`config.mk`:
```
export PLATFORM = sky130hd
export DESIGN_NAME = uart_modem_ctrl
export DESIGN_NICKNAME = d
export VERILOG_FILES = /design/src/rtl/uart_modem_ctrl.sv
export SDC_FILE = /design/constraint.sdc
export NUM_CORES = 1
export LEC_CHECK = 0
export ABC_CLOCK_PERIOD_IN_PS = 1200
export BUFFER_PORTS_ARGS = -buffer_cell sky130_fd_sc_hd__buf_2
export CORE_UTILIZATION = 35
export DETAILED_ROUTE_END_ITERATION = 12
export PLACE_DENSITY = 0.62
export SYNTH_ARGS = -nofsm -noshare
export SYNTH_HDL_FRONTEND = slang
export SYNTH_SLANG_ARGS = --single-unit
```
`constraint.sdc`:
```
create_clock -name clk -period 1.2 [get_ports clk]
set_input_delay 0.24 -clock clk [delete_from_list [all_inputs] [get_ports clk]]
set_output_delay 0.24 -clock clk [all_outputs]
set_load 0.1 [all_outputs]
```
`src/rtl/uart_modem_ctrl.sv`:
```
// uart_modem_ctrl: 16550-style modem control/status block with input synchronisers, delta detection and loopback.
module uart_modem_ctrl #(
   parameter int SYNC_STAGES = 2
) (
   input  logic       clk,
   input  logic       rst,
   input  logic       nCTS,
   input  logic       nDSR,
   input  logic       nDCD,
   input  logic       nRI,
   input  logic       mcr_we,
   input  logic [4:0] mcr_wdata,
   input  logic       msr_rd,
   input  logic       ier_msi,
   output logic [4:0] mcr,
   output logic [7:0] msr,
   output logic       nRTS,
   output logic       nDTR,
   output logic       OUT1,
   output logic       OUT2,
   output logic       modem_int
);
   // Pin-polarity status register doubles as the last synchroniser stage, so the
   // front chain holds SYNC_STAGES-1 flops and the status bit lands SYNC_STAGES cycles after a pin edge.
   logic [SYNC_STAGES-2:0][3:0] sync;
   logic [3:0] stat_n, stat, cur, ev, delta, pins;
   logic [4:0] mcr_nxt;
   assign stat = ~stat_n;
   assign cur = mcr[4] ? {mcr[3], mcr[2], mcr[0], mcr[1]} : ~sync[SYNC_STAGES-2];
   assign ev = {cur[3] ^ stat[3], stat[2] & ~cur[2], cur[1] ^ stat[1], cur[0] ^ stat[0]};
   assign mcr_nxt = mcr_we ? mcr_wdata : mcr;
   always_ff @(posedge clk or posedge rst) begin
      if (rst) begin
         sync <= '1;
         stat_n <= '1;
         delta <= '0;
         mcr <= '0;
         pins <= '1;
      end else begin
         sync[0] <= {nDCD, nRI, nDSR, nCTS};
         for (int i = 1; i < SYNC_STAGES - 1; i++) sync[i] <= sync[i-1];
         stat_n <= ~cur;
         delta <= (msr_rd ? 4'h0 : delta) | ev;
         mcr <= mcr_nxt;
         pins <= mcr_nxt[4] ? 4'hF : ~mcr_nxt[3:0];
      end
   end
   assign {OUT2, OUT1, nRTS, nDTR} = pins;
   assign msr = {stat, delta};
   assign modem_int = ier_msi & |delta;
endmodule

```
* Word level (Yosys, flattened, before mapping) *
Index checks and enable logic that the tools add are counted.

word-level totals
  output and inout bits = 18
  input port bits = 14
  word-level logic and storage cells = 21
  register bits after elaboration = 21

cells by class
  bitwise operators = 11
  mux-type cells = 4
  reduce and logical (&&, ||, !) cells = 1

operator list
  operator            number
  4-bit inverter      4
  4-bit two-way mux   3
  5-bit two-way mux   1
  4-bit OR            1
  4-bit OR reduction  1
  1-bit XOR           3
  1-bit AND           2
  1-bit inverter      1

* Logic depth before layout (Yosys ltp) *
Gate-level depths: netlist of the first run.

  depth after elaboration = 5
  mapped depth = 3
  mapped depth without buffers = 3

* Least setup slack after synthesis of the first run *
Ideal clock, no wire load.

  path type = flip-flop to output port
  start point = register delta[2]
  end point = output modem_int
  required time = 0.960 ns
  slack = -0.934 ns
  path buffers = 0
  arrival time = 1.894 ns
  cell stages (with the launch flop) = 2
  path through = dfrtp_1 > o41a_1

on the way
  longest elaborated chain between the ends = 2

ends and longest elaborated chain
  item                      RTL line  RTL
  start: declaration        26        logic [3:0] stat_n, stat, cur, ev, delta, pins;
  start signal: assignment  43        delta <= (msr_rd ? 4'h0 : delta) | ev;
  4-bit OR reduction        50        assign modem_int = ier_msi & |delta;
  1-bit AND                 50
  end: declaration          21        output logic modem_int

Every way passes these cells.

* Worst setup path after layout of the first run *
Ends and elaborated chain as after synthesis.

==> results of run 1 <==
[registers in the layout, indices dropped and copies added (netlist names)]
signal / cells
delta: 4
sync: 4
stat_n: 4
mcr: 5
pins: 4
[synthesized netlist by cell type, drive strengths merged]
cell	instances	area, um2
a22o	1	8.76
a22oi	4	30.0
and2b	1	7.51
buf	2	16.3
dfrtp	9	225
dfstp	12	315
inv	10	37.5
mux2	5	56.3
mux2i	7	81.3
nor2	7	26.3
nor2b	3	18.8
o41a	1	11.3
[metrics by stage]
step	area, um2	setup WS [ns]	setup TNS (ns)	power [mW]	std cells
6_report	1510	-0.431	-1.48	2.48	139
3_3_place_gp	1270	-0.262	-0.262	1.98	124
4_1_cts	1420	-0.446	-1.64	2.45	132
2_1_floorplan	861	-0.328	-0.658	1.61	62
5_1_grt	1510	-0.485	-2.24	2.59	139
3_5_place_dp	1270	-0.271	-0.271	1.99	124
[worst max-delay path, cell delays in order, from the launching register on]
cell	delay, ns
dfrtp_2	0.42
o41a_4	0.50
buf_12	0.17
[area by class of cell]
cell class | count | share of cell area [%]
Inverter | 10 | 2.48
Clock inverter | 1 | 0.331
Sequential cell | 21 | 36.8
Clock buffer | 3 | 1.49
Multi-Input combinational cell | 29 | 18.3
Timing Repair Buffer | 47 | 38.2
Tap cell | 28 | 2.32
[cells by family (layout without fill, tap and decap cells)]
group           after synthesis  count (layout)  share of synthesized area [%]
buf+inv                      12              61                           6.45
simple gates                 11              11                           6.30
flops                        21              21                           64.8
mux                          12              12                           16.5
compound gates                6               6                           6.00
[layer usage]
| metal | vias up | global-route usage (%) | routed length, um | share of wire [%] |
|---|---|---|---|---|
| met5 | - | 0 | 0 | 0 |
| met4 | 0 | 6.94 | 0 | 0 |
| met3 | 0 | 3.27 | 77 | 4.6 |
| met2 | 21 | 23.3 | 884 | 53 |
| met1 | 293 | 17.1 | 701 | 42 |
| li1 | 303 | - | - | - |
[what timing repair did]
action / CTS / global route
buffers inserted: 3 / 5
resized for setup: 28 / 6
setup endpoints to repair: 14 / 21
hold buffers: 1 / 3
pin swaps: 1 / 0
endpoints found under the hold margin: 9 / 3
[worst paths after layout]
path                             endpoint  slack (ns)  depth (start not counted)
max in group asynchronous         sync[1]        0.44                          4
worst min-delay path              sync[1]        0.03                          1
worst max-delay path            modem_int       -0.43                          2
worst min register to register  stat_n[2]        0.49                          2
worst max register to register   delta[0]        0.06                          3
min in group asynchronous        delta[2]        0.50                          4
[power by group through the flow]
stage / combinational (mW) / sequential, mW / clock [mW]
floorplan: 0.299 / 1.31 / 0
finish: 1.25 / 0.901 / 0.328
global placement: 1.07 / 0.911 / 0
CTS: 1.20 / 0.902 / 0.342
detailed placement: 1.07 / 0.915 / 0
global route: 1.30 / 0.910 / 0.382
==> impl_metrics.env, run 1 <==
export IMPL_root_buffer="clkbuf_4"
export IMPL_num_rows=17
export IMPL_path_clk_slew_ns=0.11
export IMPL_initial_core_util_pct=37.4
export IMPL_viasPerCell=4.44
export IMPL_drtAntennaViolNets=0
export IMPL_power_frac_seq_pct=36.3
export IMPL_ys_warn_count=0
export IMPL_end_kind="output pin"
export IMPL_violations="negative setup slack"
export IMPL_gp_congestion=0.693
export IMPL_p_per_area_nw_per_um2=1640
export IMPL_synthDistinctLibCells=14
export IMPL_netSwitchingFraction_pct=41.6
export IMPL_critPathArrivalTime_ns=1.39
export IMPL_utilization_pct=67.7
export IMPL_rsz0062_at_grt="yes"
export IMPL_first_pass_iters=4
export IMPL_cp_start_kind="flip-flop"
export IMPL_netlist_instances=62
export IMPL_io_buffers=31
export IMPL_finalClockSkew_ns=0.00190
export IMPL_cts_sinks=21
export IMPL_finalWorstPathRequiredPeriod_ns=1.63
export IMPL_core_um2=2230
export IMPL_wire_per_inst_um=12.0
export IMPL_hold_viol_final=0
export IMPL_multiInputGateArea_um2=277
export IMPL_htree_levels=1
export IMPL_slew_headroom_pct=80.6
export IMPL_r2r_start="mcr[4]"
export IMPL_drive_above_1_share_pct=73.0
export IMPL_max_freq_mhz=613
export IMPL_min_from="nDSR"
export IMPL_fin_nets=126
export IMPL_fin_crit_sh_pct=136
export IMPL_worstMarginPinSlew_ns=0.290
export IMPL_setup_violations=14
export IMPL_grt_usage_pct=14.0
export IMPL_p_int_mw=1.45
export IMPL_dieArea_um2=2580
export IMPL_synthesis_nets=76
export IMPL_fp_dieH_um=50.8
export IMPL_critPathLaunch="delta[2]"
export IMPL_power_switching_mw=1.03
export IMPL_outcome="complete, but fails checks"
export IMPL_grt_antenna_before_repair=0
export IMPL_cts_buffers=3
export IMPL_p_leak_nw=0.694
export IMPL_slew_viol_final=0
export IMPL_cts_buffer_depth=2
export IMPL_filler_cell_count=174
export IMPL_final_cell_mix="18 x buf_12, 13 x buf_2, 12 x dfstp_2"
export IMPL_drt_total_wl_um=1660
export IMPL_drtIter0Drc=3
export IMPL_synth_area_um2=835
export IMPL_crit_type="reg2out"
export IMPL_die_w_um=50.8
export IMPL_path_max_fanout=2
export IMPL_hold_slack_ns=0.0299
export IMPL_cp_required_ns=0.96
export IMPL_hp_class="in2reg"
export IMPL_grt_pass1_vias=594
export IMPL_combPwrFrac_pct=50.5
export IMPL_clockPowerShare_pct=13.2
export IMPL_dp_hpwl_um=1140
export IMPL_ir_drop_mv=0.899
export IMPL_fin_ws_ns=-0.431
export IMPL_grt_pass1_wl_um=2620
export IMPL_clk_latency_ns=0.29
export IMPL_ys_ff_latch=21
export IMPL_drcViolationCount=0
export IMPL_max_cap_viol_count=0
export IMPL_ff_latch_area_um2=557
export IMPL_gr_total_overflow=0
export IMPL_final_common_cell="buf_12"
export IMPL_io_pins=32
export IMPL_area_delta_synth_final_pct=81.1
export IMPL_yosysSeqAreaShare_pct=64.8
export IMPL_cts_tree="done"
export IMPL_num_vias=617
export IMPL_antennaDiodeCount=0
export IMPL_grt_max_degree=22
export IMPL_avgSynthCellArea_um2=13.5
No activity file was read; power rests on OpenSTA's default activity.
==> inputs of run 2 (changes only) <==
--- a/config.mk
+++ b/config.mk
@@ -9,7 +9,7 @@
 export BUFFER_PORTS_ARGS = -buffer_cell sky130_fd_sc_hd__buf_2
 export CORE_UTILIZATION = 35
 export DETAILED_ROUTE_END_ITERATION = 12
-export PLACE_DENSITY = 0.62
+export PLACE_DENSITY = 0.6
 export SYNTH_ARGS = -nofsm -noshare
 export SYNTH_HDL_FRONTEND = slang
 export SYNTH_SLANG_ARGS = --single-unit
==> run 2 against run 1 <==
The flow still finishes with violations (negative setup slack). Setup slack worse by 0.011 ns. Sequential share of layout area is 0.36 points lower. Critical path depth stayed put. Clock power is 3% higher. Design area is 0.99% higher. Global-route usage is 1.1 points higher. Final cell count is 1.4% higher. Wire length is 6.1% higher. First-iteration DRC count stayed put. Fmax is 0.70% lower. Die area stayed put. Via count is 3.2% higher. Largest power group unchanged. Highest routed layer is now met4.
==> impl_metrics.env, run 2 (synthesis gave the netlist of run 1 again) <==
export IMPL_grt_usage_pct=15.1
export IMPL_gp_congestion=0.686
export IMPL_htree_levels=1
export IMPL_hp_class="in2reg"
export IMPL_hold_viol_final=0
export IMPL_path_clk_slew_ns=0.12
export IMPL_area_delta_synth_final_pct=82.9
export IMPL_clk_latency_ns=0.30
export IMPL_drtIter0Drc=3
export IMPL_p_per_area_nw_per_um2=1650
export IMPL_drive_above_1_share_pct=76.1
export IMPL_grt_pass1_wl_um=2840
export IMPL_path_max_fanout=2
export IMPL_regMostFlops="mcr"
export IMPL_finalWorstPathRequiredPeriod_ns=1.64
export IMPL_violations="negative setup slack"
export IMPL_initial_core_util_pct=37.4
export IMPL_grt_pass1_vias=598
export IMPL_fin_crit_sh_pct=137
export IMPL_final_cell_mix="18 x buf_12, 13 x buf_2, 12 x dfstp_2, 10 x buf_4, 7 x dfrtp_2"
export IMPL_gr_total_overflow=0
export IMPL_cts_sinks=21
export IMPL_final_common_cell="buf_12"
export IMPL_fin_cells=141
export IMPL_max_freq_mhz=609
export IMPL_p_leak_nw=0.701
export IMPL_first_pass_iters=3
export IMPL_antennaDiodeCount=0
export IMPL_wire_per_inst_um=12.5
export IMPL_drtAntennaViolNets=0
export IMPL_finalClockSkew_ns=0.00480
export IMPL_slew_headroom_pct=83.1
export IMPL_fp_dieH_um=50.8
export IMPL_core_um2=2230
export IMPL_cp_start_kind="flip-flop"
export IMPL_viasPerCell=4.52
export IMPL_largest_reg_flops=5
export IMPL_tns_ns=-1.66
export IMPL_max_cap_viol_count=0
export IMPL_rsz0062_at_grt="yes"
export IMPL_drcViolationCount=0
export IMPL_grt_antenna_before_repair=0
export IMPL_ir_drop_mv=1.06
export IMPL_dp_hpwl_um=1230
export IMPL_setup_violations=14
export IMPL_critPathArrivalTime_ns=1.40
export IMPL_die_w_um=50.8
export IMPL_end_kind="output pin"
export IMPL_worstMarginPinSlew_ns=0.253
export IMPL_root_buffer="clkbuf_4"
export IMPL_cts_tree="done"
export IMPL_drt_total_wl_um=1770
export IMPL_grt_max_degree=22
export IMPL_outcome="complete, but fails checks"
export IMPL_dpl_cell_count=124
export IMPL_io_buffers=31
export IMPL_num_rows=17
export IMPL_cts_buffer_depth=2
export IMPL_fin_nets=128
export IMPL_crit_type="reg2out"
export IMPL_num_vias=637
export IMPL_io_pins=32
export IMPL_dieArea_um2=2580
export IMPL_cp_required_ns=0.96
export IMPL_fin_ws_ns=-0.442
export IMPL_cts_buffers=3
export IMPL_slew_viol_final=0
run 2: where the power goes:
part	switching [mW]	internal, mW	total (mW)
logic	0.766	0.518	1.28
clock network	0.211	0.127	0.338
registers	0.0728	0.828	0.901
run 2: final cells by class:
cell class                 instances  area (um2)
clock buffer                       3        22.5
timing repair buffer              49         588
sequential                        21         557
clock inverter                     1        7.51
fill                             167         707
tap                               28        35.0
multi-input combinational         29         279
inverter                          10        37.5
run 2: worst max-delay path, stage by stage (launching register included):
cell and delay, ns:
dfrtp_2 0.43, o41a_4 0.50, buf_12 0.17
run 2: worst paths after layout:
| path | start | to | slack, ns | cells past startpoint |
|---|---|---|---|---|
| max in group asynchronous | rst | sync[1] | 0.44 | 4 |
| min | nCTS | sync[0] | 0.02 | 1 |
| min in group asynchronous | rst | delta[0] | 0.49 | 4 |
| max reg2reg | mcr[4] | delta[0] | 0.05 | 3 |
| max | delta[2] | modem_int | -0.44 | 2 |
| min reg2reg | sync[2] | stat_n[2] | 0.49 | 2 |
run 2: metal layers:
layer | part of all wire, % | global-route usage, %
met3 | 5.7 | 2.68
met5 | 0 | 0
met4 | 0.34 | 5.56
met2 | 52 | 26.2
met1 | 41 | 18.8
run 2: through the flow:
step / util, % / power, mW / area [um2] / setup slack (ns) / hold WS, ns
detailed placement: 57.4 / 2.01 / 1280 / -0.278 / 0.274
global route: 68.3 / 2.62 / 1530 / -0.495 / 0.00187
global placement: 57.4 / 2.00 / 1280 / -0.262 / 0.274
floorplan: - / 1.61 / 861 / -0.328 / 0.207
CTS: 63.6 / 2.46 / 1420 / -0.458 / 0.00945
finish: 68.3 / 2.52 / 1530 / -0.442 / 0.0206
run 2: repair_timing:
| item | CTS | global route |
|---|---|---|
| setup endpoints to repair | 15 | 25 |
| gates resized for setup | 24 | 8 |
| hold endpoints to repair | 9 | 1 |
| hold buffers | 1 | 1 |
| pin swaps | 1 | 0 |
| setup buffers | 3 | 10 |
